`config.mk`:
```
export PLATFORM = sky130hd
export DESIGN_NAME = simmem_rsp_delay_buf
export DESIGN_NICKNAME = d
export VERILOG_FILES = /design/src/rtl/simmem_rsp_delay_buf.sv
export SDC_FILE = /design/constraint.sdc
export NUM_CORES = 1
export LEC_CHECK = 0
export CORE_UTILIZATION = 25
export CTS_CLUSTER_SIZE = 10
export DETAILED_ROUTE_END_ITERATION = 16
export PLACE_DENSITY = 0.51
export SYNTH_ARGS = -nofsm -noshare
export SYNTH_HDL_FRONTEND = slang
export SYNTH_SLANG_ARGS = --single-unit
export TNS_END_PERCENT = 20
```
`constraint.sdc`:
```
create_clock -name clk_i -period 3.9 [get_ports clk_i]
set_input_delay 1.17 -clock clk_i [delete_from_list [all_inputs] [get_ports clk_i]]
set_output_delay 1.17 -clock clk_i [all_outputs]
set_load 0.05 [all_outputs]
```
`src/rtl/simmem_rsp_delay_buf.sv`:
```
// Response delay buffer: holds memory responses until their per-request latency expires.
// Optional SIMMEM_RSP_DELAY_STATS_EN adds a released-response counter output.

module simmem_rsp_delay_slot #(
  parameter int DataW = 64,
  parameter int LatW  = 8
) (
  input  logic             clk_i,
  input  logic             rst_i,
  input  logic             rsv_en,
  input  logic             fill_en,
  input  logic             rel_en,
  input  logic [LatW-1:0]  lat,
  input  logic [DataW-1:0] data_in,
  output logic             is_wait,
  output logic             rdy,
  output logic [DataW-1:0] data_q
);
  typedef enum logic [1:0] {FREE, WAIT, HELD} slot_st_e;

  slot_st_e        st_q, st_d;
  logic [LatW-1:0] cnt_q;
  logic            ripe_q;

  always_ff @(posedge clk_i) begin
    if (rst_i) begin
      st_q   <= FREE;
      cnt_q  <= '0;
      ripe_q <= 1'b0;
    end else begin
      st_q <= st_d;
      if (rsv_en)
        cnt_q <= lat;
      else if (st_q != FREE && cnt_q != '0)
        cnt_q <= cnt_q - LatW'(1);
      // data must sit one full cycle in HELD before it may be released
      ripe_q <= (st_q == HELD) && !rel_en;
    end
  end

  always_ff @(posedge clk_i) begin
    if (fill_en) data_q <= data_in;
  end

  always_comb begin
    st_d = st_q;
    case (st_q)
      FREE:    if (rsv_en)  st_d = WAIT;
      WAIT:    if (fill_en) st_d = HELD;
      HELD:    if (rel_en)  st_d = FREE;
      default: st_d = FREE;
    endcase
  end

  assign is_wait = (st_q == WAIT);
  assign rdy     = (st_q == HELD) && ripe_q && (cnt_q == '0);
endmodule

module simmem_rsp_delay_buf #(
  parameter int DataW = 64,
  parameter int Depth = 8,
  parameter int LatW  = 8
) (
  input  logic                   clk_i,
  input  logic                   rst_i,
  input  logic                   req_valid_i,
  output logic                   req_ready_o,
  input  logic [LatW-1:0]        req_lat_i,
  input  logic                   rsp_in_valid_i,
  output logic                   rsp_in_ready_o,
  input  logic [DataW-1:0]       rsp_in_data_i,
  output logic                   rsp_out_valid_o,
  input  logic                   rsp_out_ready_i,
  output logic [DataW-1:0]       rsp_out_data_o,
  output logic [$clog2(Depth):0] occupancy_o
`ifdef SIMMEM_RSP_DELAY_STATS_EN
  ,
  output logic [31:0]            released_cnt_o
`endif
);
  localparam int PW = $clog2(Depth);
  localparam logic [PW:0] FullCnt = (PW+1)'(Depth);

  logic [PW-1:0]                rsv_ptr, fill_ptr, rel_ptr;
  logic [Depth-1:0]             rsv_en, fill_en, rel_en, slot_wait, slot_rdy;
  logic [Depth-1:0][DataW-1:0]  slot_data;
  logic                         rsv_hs, fill_hs, rel_hs;

  assign req_ready_o     = occupancy_o < FullCnt;
  // fill always points at the oldest reservation still waiting for data
  assign rsp_in_ready_o  = slot_wait[fill_ptr];
  assign rsp_out_valid_o = slot_rdy[rel_ptr];
  assign rsp_out_data_o  = rsp_out_valid_o ? slot_data[rel_ptr] : '0;

  assign rsv_hs  = req_valid_i && req_ready_o;
  assign fill_hs = rsp_in_valid_i && rsp_in_ready_o;
  assign rel_hs  = rsp_out_valid_o && rsp_out_ready_i;

  for (genvar i = 0; i < Depth; i++) begin : g_slot
    assign rsv_en[i]  = rsv_hs  && (rsv_ptr  == PW'(i));
    assign fill_en[i] = fill_hs && (fill_ptr == PW'(i));
    assign rel_en[i]  = rel_hs  && (rel_ptr  == PW'(i));

    simmem_rsp_delay_slot #(.DataW(DataW), .LatW(LatW)) u_slot (
      .clk_i   (clk_i),
      .rst_i   (rst_i),
      .rsv_en  (rsv_en[i]),
      .fill_en (fill_en[i]),
      .rel_en  (rel_en[i]),
      .lat     (req_lat_i),
      .data_in (rsp_in_data_i),
      .is_wait (slot_wait[i]),
      .rdy     (slot_rdy[i]),
      .data_q  (slot_data[i])
    );
  end

  always_ff @(posedge clk_i) begin
    if (rst_i) begin
      rsv_ptr     <= '0;
      fill_ptr    <= '0;
      rel_ptr     <= '0;
      occupancy_o <= '0;
    end else begin
      if (rsv_hs)  rsv_ptr  <= rsv_ptr  + PW'(1);
      if (fill_hs) fill_ptr <= fill_ptr + PW'(1);
      if (rel_hs)  rel_ptr  <= rel_ptr  + PW'(1);
      case ({rsv_hs, rel_hs})
        2'b10:   occupancy_o <= occupancy_o + (PW+1)'(1);
        2'b01:   occupancy_o <= occupancy_o - (PW+1)'(1);
        default: occupancy_o <= occupancy_o;
      endcase
    end
  end

`ifdef SIMMEM_RSP_DELAY_STATS_EN
  always_ff @(posedge clk_i) begin
    if (rst_i)       released_cnt_o <= '0;
    else if (rel_hs) released_cnt_o <= released_cnt_o + 32'd1;
  end
`endif
endmodule

```
; ---- Word level (Yosys, flattened, before mapping)
; Index checks and enable logic that the tools add are counted.
[totals]
reg_bits = 613
input_bits = 77
output_inout_bits = 71
[classes]
addsub = 13
n_lt_le_gt_ge = 3
eq_ne = 63
mux = 56
reduce_logical = 119
[ops]
columns = op, n
row1 = $bmux 64 s3, 1
row2 = $mux 64, 2
row3 = $mux 8, 16
row4 = $logic_not 8->1, 8
row5 = $reduce_bool 8->1, 8
row6 = $sub 8x1->8 const B, 8
row7 = $logic_and 1x1->1, 59
row8 = $mux 2, 24
row9 = $ne 2x1->1 const B, 24
row10 = $pmux 2 s3, 8
row11 = $eq 3x3->1 const B, 12
row12 = $reduce_bool 2->1, 17
row13 = $reduce_and 3->1, 8
row14 = $eq 2x1->1 const B, 9
row15 = $eq 2x2->1 const B, 9
row16 = $eq 3x2->1 const B, 6
row17 = $logic_not 2->1, 8
row18 = $add 3x1->3 const B, 3
row19 = $eq 3x1->1 const B, 3
row20 = $logic_not 3->1, 3
row21 = $logic_not 1->1, 8
row22 = $lt 3x4->1 const B, 2
row23 = $pmux 4 s2, 1
row24 = $bmux 1 s3, 2
row25 = other kinds (4), 5

; ---- Logic depth before layout (Yosys ltp)
; Gate-level depths: netlist (run 1).
[depth]
depth_word = 9
depth_mapped = 14

; ---- Cells and area by module
; A second synthesis (run 1) with hierarchy kept.
[unflattened]
hier_cells = 1600
hier_area_um2 = 25633.3
[by_module_without_submodules]
columns = mod, instances, cells_per_inst, area_per_inst_um2, seq_area_each_um2
row1 = simmem_rsp_delay_slot, 8, 136, 2565.0, 2142.1
row2 = simmem_rsp_delay_buf, 1, 512, 5113.7, 260.2

; ---- Worst setup path after synthesis (run 1)
; No wires, ideal clock.
[synth_timing]
kind = register to output
from = register g_slot[7].u_slot.cnt_q[0]
to = output rsp_out_data_o[10]
t_arrival_ns = 2.687
t_required_ns = 2.730
path_slack_ns = 0.043
path_stages_with_launch = 9
n_path_buf = 1
path_cell_list = dfxtp_1 inv_1 ha_1 or3b_2 nor3_2 nor2_1 mux4_2 clkbuf_1 a21oi_1
[synth_between]
elab_chain_cells = 5
[synth_lines]
columns = element, line_no
row1 = "start, declared", 22  ; logic [LatW-1:0] cnt_q;
row2 = "start signal, assigned", 33  ; cnt_q <= lat;
row3 = "start signal, assigned", 35  ; cnt_q <= cnt_q - LatW'(1);
row4 = $logic_not 8->1, 56  ; assign rdy = (st_q == HELD) && ripe_q && (cnt_q == '0);
row5 = $logic_and 1x1->1, 56
row6 = $bmux 1 s3, 92  ; assign rsp_out_valid_o = slot_rdy[rel_ptr];
row7 = $mux 1 (implied by the code), 92
row8 = $mux 64, 93  ; assign rsp_out_data_o = rsp_out_valid_o ? slot_data[rel_ptr] : '0;
row9 = "end, declared", 74  ; output logic [DataW-1:0] rsp_out_data_o,
; Every way passes these cells. The select of a mux whose other input is x is not followed.

; ---- Final worst setup path (run 1)
[layout_timing]
from = register g_slot[7].u_slot.cnt_q[0]
to = output rsp_out_data_o[62]
; The elaborated chain is that of the path after synthesis.

==> results.yml, run 1 <==
run_status:
  status: "complete, but fails checks"
  violations: "setup timing"
clocking:
  cts_tree: "built"
  cts_htree_levels: 3
  clk_pin_slew_ns: 0.06
  clock-sinks: 613
  cts-root-buf: "clkbuf_16"
  clockBufferDepth: 3
  clkLatencyLatePin_ns: 0.63
  numCtsBuffers: 75
synth:
  synth_area_per_cell_um2: 16.0
  syn_inst: 1575
  synth-edff-count: 512
  synthesis.nets: 1689
  ys_async_sr_fraction_pct: 0
  yosysWarnings: 0
  synth_flop_cell: "edfxtp_1"
  synth.ff_latch_count: 613
  synth_seq_area_share_pct: 68.8
  synth.distinct_cells: 53
  syn_area_um2: 25300
power:
  total_power_mw: 14.4
  pwr_density_cell_nw_per_um2: 448
  p_leak_nw: 10.1
  ir_worst_vdd_mv: 0.279
global_routing:
  antenna_found_initial: 9
  gr-usage-all-layers_pct: 13.0
  overflow: 0
  grt_pass1_vias: 15311
  grt_max_degree: 97
  grt_pass1_wl_um: 98800
place:
  gp_congestion: 0.753
  dpl.hpwl_um: 37600
  numPortBuffers: 147
  post-place-cells: 3003
routing:
  final_antenna_net_count: 0
  viasPerCell: 4.64
  wl_per_cell_um: 21.1
  route.vias.total: 14459
  post-route-drc-count: 0
  drtIter0Drc: 1058
  first_pass_iters: 5
  routed_wl_um: 65700
worst_setup_path:
  cp-end-kind: "primary output"
  crit_path_start_kind: "flop"
  path_class: "flop to primary output"
  cp_max_fo: 6
  cp.arrival_ns: 3.26
  worstPathRequired_ns: 2.73
sta:
  finalCritPeriodShare_pct: 114
  worstMarginPinSlew_ns: 0.892
  hold_violations: 0
  fmax_ghz: 0.226
  fin_setup_tns_ns: -28.75
  clock_skew_ns: 0.0227
  rsz0062_at_grt: "true"
  final_max_slew_viol_count: 0
  setup_viol: 65
  fin_ws_ns: -0.528
  fin_crit_ns: 4.43
  maxSlewHeadroom_pct: 40.6
floorplan:
  fp.dieArea_um2: 102000
  die_y_um: 320
  initial_core_util_pct: 25.2
  die_x_um: 320
  fp.coreArea_um2: 100000
  rows: 116
  io_pins: 148
final_layout:
  area_growth_syn_to_layout_pct: 27.5
  post_route_cells_drive_above_1_share_pct: 26.1
  final_cells: 3117
  final_nets: 1901
worst_hold_path:
  hold_class: "flop to flop"
run:
  drv_cap: 0
-- per-layer routing --
layer	routed length, um	up-vias	GRT usage [%]	part of all wire (%)
li1	-	6519	-	-
met1	28800	7481	16.8	44
met2	31700	329	21.5	48
met3	3470	114	3.03	5.3
met4	1580	16	4.06	2.4
met5	114	-	0	0.17
-- cell usage after synthesis (3+ instances only) --
library cell / count / area, um^2
nor3b_1: 8 / 60.1
nor2b_1: 9 / 56.3
o21ai_0: 14 / 70.1
nand3_1: 25 / 125
xnor2_1: 20 / 175
a311oi_1: 6 / 52.6
o41ai_1: 3 / 26.3
a211oi_1: 55 / 413
nand2_1: 155 / 582
nor4bb_1: 5 / 50.1
nand4_1: 13 / 81.3
ha_1: 37 / 463
and4b_1: 3 / 30.0
inv_1: 43 / 161
buf_6: 6 / 67.6
buf_1: 11 / 41.3
mux2i_1: 5 / 50.1
dfxtp_1: 101 / 2020
edfxtp_1: 512 / 15400
or3b_2: 9 / 78.8
a21oi_1: 43 / 215
clkbuf_1: 51 / 191
a21oi_2: 49 / 429
and3_1: 13 / 81.3
buf_2: 13 / 65.1
or3_1: 7 / 43.8
o211ai_1: 7 / 52.6
nor3_1: 18 / 90.1
nand2b_1: 6 / 37.5
o31ai_1: 6 / 45.0
xor2_1: 34 / 298
nor4b_1: 5 / 43.8
or4_1: 4 / 30.0
mux4_2: 131 / 2950
clkbuf_2: 3 / 15.0
nand3b_1: 4 / 30.0
nor4_1: 10 / 62.6
nor2_1: 110 / 413
-- worst paths after layout --
kind	cells after the start	slack, ns	endpoint	from
max	11	-0.53	rsp_out_data_o[62]	g_slot[7].u_slot.cnt_q[0]
min	1	0.50	g_slot[5].u_slot.st_q[0]	g_slot[5].u_slot.st_q[1]
max reg2reg	16	0.70	occupancy_o[2]	g_slot[7].u_slot.cnt_q[0]
min reg2reg	1	0.50	g_slot[5].u_slot.st_q[0]	g_slot[5].u_slot.st_q[1]
-- area by class of cell --
cell class	count	area (um^2)
Sequential cell	613	17400
Timing Repair Buffer	219	2970
Clock inverter	14	251
Clock buffer	94	2010
Antenna cell	1	2.50
Fill cell	9786	67900
Multi-Input combinational cell	835	7780
Tap cell	1298	1620
Inverter	43	169
-- cell families (layout without fill, tap and decap cells) --
group | after synthesis | count (layout) | share of synthesized area (%)
DFF | 613 | 613 | 68.8
and+or+nand+nor | 413 | 413 | 7.84
AOI/OAI and AO/OA | 193 | 193 | 5.51
muxes | 138 | 138 | 12.0
buffers and inverters | 127 | 370 | 2.14
xor gates and xnor gates | 54 | 54 | 1.87
adders and majority gates | 37 | 37 | 1.83
other | 0 | 1 | 0
-- layout by cell type (no fill, tap or decap), types with 8 or more instances in the layout --
| cell | netlist | routed |
|---|---|---|
| edfxtp_1 | 512 | 512 |
| nand2_1 | 155 | 155 |
| mux4_2 | 131 | 130 |
| nor2_1 | 110 | 109 |
| dfxtp_1 | 101 | 95 |
| buf_12 | 0 | 83 |
| clkdlybuf4s50_1 | 0 | 80 |
| clkbuf_16 | 0 | 76 |
| a211oi_1 | 55 | 55 |
| buf_4 | 0 | 45 |
| a21oi_4 | 0 | 37 |
| ha_1 | 37 | 36 |
| xor2_1 | 34 | 34 |
| inv_1 | 43 | 33 |
| a21oi_1 | 43 | 28 |
| a21oi_2 | 49 | 27 |
| nand3_1 | 25 | 25 |
| xnor2_1 | 20 | 20 |
| nor3_1 | 18 | 18 |
| o21ai_0 | 14 | 14 |
| clkbuf_1 | 51 | 14 |
| nand4_1 | 13 | 13 |
| nor2b_1 | 9 | 9 |
| clkinv_2 | 0 | 8 |
| or3b_2 | 9 | 8 |
| buf_6 | 6 | 8 |
-- registers in the layout, summed over array words and instances (netlist names) --
name,flops
g_slot.u_slot.data_q,512
g_slot.u_slot.cnt_q,64
g_slot.u_slot.st_q,16
g_slot.u_slot.ripe_q,8
occupancy_o,4
fill_ptr,3
rel_ptr,3
rsv_ptr,3
-- per-stage QoR --
| step | util (%) | area [um^2] | setup WS, ns | hold WS (ns) |
|---|---|---|---|---|
| 4_1_cts | 32.1 | 32200 | -0.594 | 0.504 |
| 3_3_place_gp | 29.3 | 29400 | -0.0230 | 0.477 |
| 6_report | 32.2 | 32200 | -0.528 | 0.504 |
| 3_5_place_dp | 29.3 | 29400 | -0.0571 | 0.497 |
| 5_1_grt | 32.2 | 32200 | -0.662 | 0.541 |
| 2_1_floorplan | - | 25300 | 0.0427 | 0.452 |
-- critical path: stages (launching register included) --
cell     delay (ns)
dfxtp_2        0.32
inv_2          0.08
ha_4           0.13
or3b_4         0.39
nor3_4         0.21
nor2_2         0.05
mux4_4         0.69
buf_12         0.20
buf_16         0.16
a21oi_4        0.12
buf_6          0.13
buf_12         0.13
-- what timing repair did --
item / 4_1_cts / 5_1_grt
setup endpoints to repair: 65 / 65
resized for setup: 76 / 14
setup buffers: 2 / 1
endpoints found under the hold margin: 0 / 0
hold buffers: 0 / 0
pin swaps: 0 / 2
gates cloned: 2 / 0
-- where the power goes --
part           leakage, nW  internal (mW)  switching, mW  total, mW
Sequential            5.43           7.19         0.0717       7.27
Clock                 1.10           3.88           2.65       6.53
Combinational         3.62          0.262          0.369      0.631
Total                 10.1           11.3           3.09       14.4
Power figures use the tool's default switching activity.
==> run 2, diff against run 1 <==
--- a/config.mk
+++ b/config.mk
@@ -5,6 +5,7 @@
 export SDC_FILE = /design/constraint.sdc
 export NUM_CORES = 1
 export LEC_CHECK = 0
+export CAP_MARGIN = 30
 export CORE_UTILIZATION = 25
 export CTS_CLUSTER_SIZE = 10
 export DETAILED_ROUTE_END_ITERATION = 16
==> results of run 2 <==
Final layout, timing and power as in run 1 (identical DEF).
==> run 3, diff against run 2 <==
--- a/config.mk
+++ b/config.mk
@@ -6,6 +6,7 @@
 export NUM_CORES = 1
 export LEC_CHECK = 0
 export CAP_MARGIN = 30
+export CORE_MARGIN = 4
 export CORE_UTILIZATION = 25
 export CTS_CLUSTER_SIZE = 10
 export DETAILED_ROUTE_END_ITERATION = 16
==> constraint.sdc (replaced) <==
create_clock -name clk_i -period 5.1 [get_ports clk_i]
set_input_delay 1.53 -clock clk_i [delete_from_list [all_inputs] [get_ports clk_i]]
set_output_delay 1.53 -clock clk_i [all_outputs]
set_load 0.05 [all_outputs]
==> run 3 against run 2 <==
The run now ends clean. Non-clock buffer count down 43. Design area down 3.5%. Clock power down 25%. Critical path depth down 2. First-iteration DRC count down 3.2%. Hold slack worse by 0.0038 ns. Final cell count down 0.87%. Total power down 25%. Global-route usage down 0.82 points. Die area up 3.8%. Count of clock-buffer cells in the layout up 12. Sequential share of layout area up 2.0 points. Critical endpoint is now rsp_out_data_o[30]. Largest cell class unchanged. Largest power group unchanged.
==> results.yml, run 3 (synthesis gave the netlist of run 1 again) <==
power:
  power_switching_share_pct: 21.2
  intPower_mw: 8.57
  p_leak_nw: 9.76
  pwr_density_cell_nw_per_um2: 350
  p_sw_mw: 2.31
  ir_worst_vdd_mv: 0.232
  p_clk_share_pct: 44.8
  seqPwrFrac_pct: 51.1
  power_frac_comb_pct: 4.2
  total_power_mw: 10.9
sta:
  fin_setup_tns_ns: 0
  fmax_ghz: 0.201
  clock_skew_ns: 0.0328
  finalCritPeriodShare_pct: 97.6
  worstMarginPinSlew_ns: 0.985
  fin_crit_ns: 4.98
  hold_violations: 0
  setup_viol: 0
  rsz0062_at_grt: "true"
  maxSlewHeadroom_pct: 34.4
  final_max_slew_viol_count: 0
clocking:
  clk_pin_slew_ns: 0.06
  cts_setup_buffers: 0
  cts_resized: 6
  clockBufferDepth: 3
  clock-sinks: 613
  cts_htree_levels: 3
  cts-hold-fix-buffers: 0
  clkLatencyLatePin_ns: 0.63
  cts_tree: "built"
  cts-root-buf: "clkbuf_16"
  numCtsBuffers: 76
run:
  drv_cap: 0
worst_setup_path:
  r2r_cells: 11
  reg2reg_from: "rel_ptr[2]"
  cp-end-kind: "primary output"
  r2r_end: "occupancy_o[2]"
  cp.arrival_ns: 3.45
  path_class: "flop to primary output"
  cp_max_fo: 44
  worstPathRequired_ns: 3.57
  r2r_setup_slack_ns: 1.54
  crit_path_start_kind: "flop"
final_layout:
  final_common_cell: "edfxtp_1"
  largest_register_ff_count: 512
  top_regs: "g_slot.u_slot.data_q x512, g_slot.u_slot.cnt_q x64, g_slot.u_slot.st_q x16"
  final_cells: 3090
  final_util_pct: 31.0
  post_route_cells_drive_above_1_share_pct: 22.6
  area_growth_syn_to_layout_pct: 23.0
  mostFrequentLayoutCells: "edfxtp_1, nand2_1, mux4_2"
  final_nets: 1859
  final_area_um2: 31100
  fillers: 9836
  regMostFlops: "g_slot.u_slot.data_q"
routing:
  drtIter0Drc: 1024
  final_antenna_net_count: 0
  viasPerCell: 4.60
  wl_per_cell_um: 21.0
  post-route-drc-count: 0
  route.vias.total: 14226
  first_pass_iters: 7
  routed_wl_um: 65000
worst_hold_path:
  hold_class: "flop to flop"
  hold_path_startpoint: "g_slot[6].u_slot.st_q[1]"
  min_to: "g_slot[6].u_slot.st_q[0]"
  hold-path-cell-count: 1
global_routing:
  overflow: 0
  antenna_found_initial: 8
  grt_pass1_wl_um: 97600
  grt_pass1_vias: 15046
  gr-usage-all-layers_pct: 12.2
  grt_max_degree: 138
run_status:
  status: "finished, final reports clean"
place:
  placed_cell_area_um2: 28700
  numPortBuffers: 147
  post-place-cells: 2963
  gp_congestion: 0.776
  dpl.hpwl_um: 37900
floorplan:
  die_x_um: 326
  fp.dieArea_um2: 106000
  die_y_um: 326
  initial_core_util_pct: 25.2
  rows: 116
  fp.coreArea_um2: 100000
  io_pins: 148
## run 3: worst max-delay path by stage
| stage | startpoint | end | slack [ns] | cells after the start |
|---|---|---|---|---|
| detailed placement | g_slot[2].u_slot.cnt_q[3] | rsp_out_data_o[2] | 0.59 | 7 |
| CTS | g_slot[7].u_slot.cnt_q[0] | rsp_out_data_o[10] | 0.005 | 9 |
| finish | g_slot[7].u_slot.cnt_q[0] | rsp_out_data_o[30] | 0.12 | 9 |
| global route | g_slot[7].u_slot.cnt_q[0] | rsp_out_data_o[35] | -0.003 | 9 |
| floorplan | g_slot[7].u_slot.cnt_q[0] | rsp_out_data_o[10] | 0.88 | 8 |
| global placement | g_slot[7].u_slot.cnt_q[0] | rsp_out_data_o[2] | 0.66 | 9 |
## run 3: final cells by class
cell class | count | area (um^2) | share of cell area (%)
multi-input cells | 835 | 7400 | 23.8
inverters | 43 | 169 | 0.543
clock inverters | 13 | 88.8 | 0.286
repair buffers | 176 | 2250 | 7.24
diodes | 6 | 15.0 | 0.0483
clock buffers | 106 | 2130 | 6.85
well taps | 1298 | 1620 | 5.23
flip-flops and latches | 613 | 17400 | 56.0
## run 3: worst max-delay path, cell delays in order (launching register included)
cell     delay [ns]
dfxtp_1        0.34
inv_1          0.09
ha_1           0.13
or3b_2         0.48
nor3_2         0.23
nor2_1         0.08
mux4_4         0.63
buf_6          0.25
a21oi_2        0.30
buf_12         0.17
## run 3: per-stage QoR
stage	hold slack [ns]	setup slack [ns]
floorplan	0.452	0.883
detailed placement	0.493	0.591
global placement	0.476	0.657
CTS	0.501	0.00495
finish	0.500	0.121
global route	0.515	-0.00319
## run 3: per-layer routing
metal  vias up  share of wire [%]  GRT usage, %  wire length, um
met5         -              0.042             0               27
met4         4                1.8          3.33             1190
met3        86                5.4          2.66             3490
met2       321                 48          20.0            30900
met1      7373                 45          16.3            29300
li1       6442                  -             -                -
## run 3: power by group through the flow
stage	combinational (mW)	clock, mW	sequential, mW
finish	0.453	4.87	5.55
global route	0.500	5.26	5.56
CTS	0.456	5.04	5.55
detailed placement	0.452	0	5.65
global placement	0.437	0	5.65
floorplan	0.244	0	5.65
